--- src/rtl/vga_timing_gen.sv ---
// Raster timing generator for 640x480@60 VGA: pixel coordinates, display enable,
// delayed active-low syncs, line/frame strobes and a wrapping frame counter.
module vga_timing_gen #(
  parameter int H_VISIBLE  = 640,
  parameter int H_FRONT    = 16,
  parameter int H_SYNC     = 96,
  parameter int H_BACK     = 48,
  parameter int V_VISIBLE  = 480,
  parameter int V_FRONT    = 10,
  parameter int V_SYNC     = 2,
  parameter int V_BACK     = 33,
  parameter int SYNC_DELAY = 1
) (
  input  logic       vga_clk,
  input  logic       reset_n,
  input  logic       pix_ce,
  output logic [9:0] DrawX,
  output logic [9:0] DrawY,
  output logic       blank,
  output logic       hs,
  output logic       vs,
  output logic       line_start,
  output logic       frame_start,
  output logic [7:0] frame_count
);

  localparam int H_TOTAL = H_VISIBLE + H_FRONT + H_SYNC + H_BACK;
  localparam int V_TOTAL = V_VISIBLE + V_FRONT + V_SYNC + V_BACK;

  localparam logic [9:0] H_LAST   = 10'(H_TOTAL - 1);
  localparam logic [9:0] V_LAST   = 10'(V_TOTAL - 1);
  localparam logic [9:0] H_VIS    = 10'(H_VISIBLE);
  localparam logic [9:0] V_VIS    = 10'(V_VISIBLE);
  localparam logic [9:0] HS_FIRST = 10'(H_VISIBLE + H_FRONT);
  localparam logic [9:0] HS_LAST  = 10'(H_VISIBLE + H_FRONT + H_SYNC - 1);
  localparam logic [9:0] VS_FIRST = 10'(V_VISIBLE + V_FRONT);
  localparam logic [9:0] VS_LAST  = 10'(V_VISIBLE + V_FRONT + V_SYNC - 1);

  logic [9:0] x_nxt_s;
  logic [9:0] y_nxt_s;
  logic       x_wrap_s;
  logic       frame_wrap_s;
  logic       hs_raw_r;
  logic       vs_raw_r;

  // Next raster position; everything registered below is decoded from it.
  always_comb begin
    x_wrap_s     = (DrawX == H_LAST);
    frame_wrap_s = x_wrap_s && (DrawY == V_LAST);
    x_nxt_s      = DrawX;
    y_nxt_s      = DrawY;
    if (x_wrap_s) begin
      x_nxt_s = 10'd0;
      if (DrawY == V_LAST) begin
        y_nxt_s = 10'd0;
      end else begin
        y_nxt_s = DrawY + 10'd1;
      end
    end else begin
      x_nxt_s = DrawX + 10'd1;
      y_nxt_s = DrawY;
    end
  end

  // Coordinate, decode and strobe registers; reset parks at the last pixel of the frame.
  always_ff @(posedge vga_clk) begin
    if (!reset_n) begin
      DrawX       <= H_LAST;
      DrawY       <= V_LAST;
      blank       <= 1'b0;
      hs_raw_r    <= 1'b1;
      vs_raw_r    <= 1'b1;
      line_start  <= 1'b0;
      frame_start <= 1'b0;
      frame_count <= 8'd0;
    end else if (pix_ce) begin
      DrawX       <= x_nxt_s;
      DrawY       <= y_nxt_s;
      blank       <= (x_nxt_s < H_VIS) && (y_nxt_s < V_VIS);
      hs_raw_r    <= !((x_nxt_s >= HS_FIRST) && (x_nxt_s <= HS_LAST));
      vs_raw_r    <= !((y_nxt_s >= VS_FIRST) && (y_nxt_s <= VS_LAST));
      line_start  <= x_wrap_s;
      frame_start <= frame_wrap_s;
      if (frame_wrap_s) begin
        frame_count <= frame_count + 8'd1;
      end else begin
        frame_count <= frame_count;
      end
    end else begin
      line_start  <= 1'b0;
      frame_start <= 1'b0;
    end
  end

  generate
    if (SYNC_DELAY == 0) begin : g_no_delay
      assign hs = hs_raw_r;
      assign vs = vs_raw_r;
    end else begin : g_delay
      logic [SYNC_DELAY-1:0] hs_pipe_r;
      logic [SYNC_DELAY-1:0] vs_pipe_r;

      // Sync alignment pipe: moves only on pixel advances so it tracks renderer RGB.
      always_ff @(posedge vga_clk) begin
        if (!reset_n) begin
          hs_pipe_r <= '1;
          vs_pipe_r <= '1;
        end else if (pix_ce) begin
          for (int i = SYNC_DELAY - 1; i > 0; i--) begin
            hs_pipe_r[i] <= hs_pipe_r[i-1];
            vs_pipe_r[i] <= vs_pipe_r[i-1];
          end
          hs_pipe_r[0] <= hs_raw_r;
          vs_pipe_r[0] <= vs_raw_r;
        end else begin
          hs_pipe_r <= hs_pipe_r;
          vs_pipe_r <= vs_pipe_r;
        end
      end

      assign hs = hs_pipe_r[SYNC_DELAY-1];
      assign vs = vs_pipe_r[SYNC_DELAY-1];
    end
  endgenerate

endmodule

--- config.mk ---
export PLATFORM = sky130hd
export DESIGN_NAME = vga_timing_gen
export DESIGN_NICKNAME = d
export VERILOG_FILES = /design/src/rtl/vga_timing_gen.sv
export SDC_FILE = /design/constraint.sdc
export NUM_CORES = 1
export LEC_CHECK = 0
export CAP_MARGIN = 20
export CORE_MARGIN = 2
export CORE_UTILIZATION = 45
export DETAILED_ROUTE_END_ITERATION = 12
export HOLD_SLACK_MARGIN = 0.12
export PLACE_DENSITY_LB_ADDON = 0.15
export SKIP_LAST_GASP = 1
export SLEW_MARGIN = 20
export SYNTH_ARGS = -nofsm -noshare
export SYNTH_HDL_FRONTEND = slang
export SYNTH_SLANG_ARGS = --single-unit
export TNS_END_PERCENT = 50
--- constraint.sdc ---
create_clock -name vga_clk -period 3 [get_ports vga_clk]
set_input_delay 0.6 -clock vga_clk [delete_from_list [all_inputs] [get_ports vga_clk]]
set_output_delay 0.6 -clock vga_clk [all_outputs]
set_load 0.01 [all_outputs]
==> metrics.txt <==
post-cts resize count=0; Multi-input gate area=0.00118 mm^2; via density per instance=5.59; register area share after synthesis=35.4%; Syn Area/Cell=8.08 um^2; register area=701 um^2; DRT iter0 DRCs=138; Site Rows=24; Die W=70.3 um; Synth Warn #=0; critical path's slowest cell=or4_4; Buffers on Ports=35; Fillers=443; static leakage=0.954 nW; Layout Skew=0.0106 ns; WP data required=3.22 ns; Nets=285; syn nets=253; Top FF cell, synth=dfxtp_1; max-cap violations=0; hold buffers post-CTS=0; worst-path fanout max=9; length of the first detailed-routing pass in iterations=4; Syn Inst Count=245; initial antenna violation count=0; worst hold path type=reg -> reg; share of synthesized registers carrying an async set or reset=0%; Netlist Area Pre-Place=0.00198 mm^2; Top Ports=36; number of flops mapped to enable cells by yosys=0; share of cells above drive strength 1=7.91%; Antenna Cells=0; count of state elements after synthesis=35; WL per Instance=13.8 um; CTS tree=yes; critical path class=reg -> reg; PD cells=483 mW/mm^2; post-layout util=57.2%; dpl cells=322; Peak VDD IR=271 uV; H-tree levels=2; Crit. End Element=flip-flop; main area contributors after synthesis=dfxtp_1 35%, nand2_1 5.5%, xnor2_1 4.9%; crit path time final=2.35 ns; FMAX=426 MHz; setup_tns=0 ns; Die H=70.3 um; slew margin rel.=66.1%; max-slew violation count=0; Max stage delay on crit path=0.60 ns; top-area cell type share of the netlist area=35.4%; Worst EP arrival=2.57 ns; top cell type by total area after synthesis=dfxtp_1; fin crit share=78.2%; GPL Wtd Cong=0.857; clock tree buffer depth=2; global-route wire length before repair=7530 um; CTS Sinks=35; Unique masters post-synth=51; Final Hold Viols=0; Die ar.=0.00495 mm^2; most frequent cell after synthesis=dfxtp_1; vias after detailed routing=1844; post-CTS setup-driven buffer insertion count=0; CP Cell Sequence=or4b_4 > or4_4 > nor2_8 > nand2_4 > or3_1 > a21boi_1; Root Buffer=clkbuf_8; Critical Path Start Type=flip-flop; area grow syn2layout=23.9%; Design Area, Final=0.00245 mm^2; cts bufs inserted=5; largest net degree at the start of global routing=32; final hold slack=0.476 ns; HPWL after detailed placement=3240 um; # DRC=0; Worst-path clk slew=0.07 ns; total global-route track usage=19.0%; non-filler cells, final=330; initial core utilization=46.1%; number of global-route vias before repair=1617; Skew-Pair Late Insertion Delay=0.29 ns; number of setup violations in the final report=0; Slew @ Worst Pin=0.504 ns; placed cell area=0.00235 mm^2; Core Area=0.00429 mm^2; final wirelength=4550 um; overflow left after global routing=0; antenna viol nets, final=0; Synth top cells by count=35 x dfxtp_1, 29 x nand2_1, 20 x nor2_1, 16 x nand3_1, 14 x o21ai_0; status=completed; RSZ-0062 raised after global routing=false
## flip-flops by register name, summed over array words and instances, names as in the netlist
signal and flops:
vs_raw_r 1, DrawX 10, frame_start 1, line_start 1
hs 1, vs 1, DrawY 10, hs_raw_r 1
frame_count 8, blank 1
## through the flow
step                power, W  setup WS [ns]
global route         0.00125          0.463
detailed placement  0.000809          0.576
floorplan           0.000728          0.757
finish               0.00119          0.653
CTS                  0.00120          0.640
global placement    0.000809          0.586
## cell usage in the layout, fill, tap and decap left out, drive strengths merged, types with 2 or more instances in the layout
cell type	count
nor2	21
nor4	4
a31oi	2
nand4	8
buf	3
nand2	30
and3	5
clkbuf	7
nor2b	3
clkdlybuf4s50	35
mux2i	3
dfxtp	35
and4	2
xnor2	11
o211ai	2
o2111ai	2
o21ai	14
o21a	2
xor2	5
ha	5
a21boi	3
or4	3
nor3	7
inv	8
and2	11
a21oi	9
nand3	16
or3	5
## worst paths after layout
kind / start / cells after the start / to / slack, ns
hold reg to reg: hs / 2 / hs / 0.48
setup / recovery: DrawY[5] / 6 / frame_count[5] / 0.65
setup reg to reg: DrawY[5] / 6 / frame_count[5] / 0.65
hold / removal: hs / 2 / hs / 0.48
## worst max-delay path: cells and delay by family (launching register included)
| family | cells | cell delay (ns) |
|---|---|---|
| simple gates | 5 | 1.75 |
| flops | 1 | 0.39 |
| compound gates | 1 | 0.14 |
## per-layer routing
metal	global-route usage (%)	wire (um)	part of all wire [%]
met2	29.2	2040	45
met4	6.84	61	1.3
met1	25.6	2240	49
met3	4.76	214	4.7
met5	0	0	0
## kinds of logic (layout without fill, tap and decap cells)
family	count (synthesis)	after routing	share of synthesized area, %
xor gates and xnor gates	16	16	7.07
adders and majority gates	5	5	3.16
muxes	3	3	1.52
AOI/OAI and AO/OA	45	45	14.7
DFF	35	35	35.4
buffers and inverters	21	54	4.93
and+or+nand+nor	120	120	33.2
## report_power, final
part,leakage [nW],internal [W],switching [W]
Sequential,0.285,0.000488,0.0000406
Combinational,0.618,0.000119,0.000153
Clock,0.0505,0.000209,0.000178
Total,0.954,0.000815,0.000372
## layout make-up
cell class / instances / area share, %
repair buffers: 38 / 15.2
multi-input cells: 189 / 48.2
clock buffers: 7 / 3.92
inverters: 8 / 1.22
flip-flops and latches: 35 / 28.5
clock inverters: 1 / 0.306
well taps: 52 / 2.65
Power figures use the tool's default switching activity.
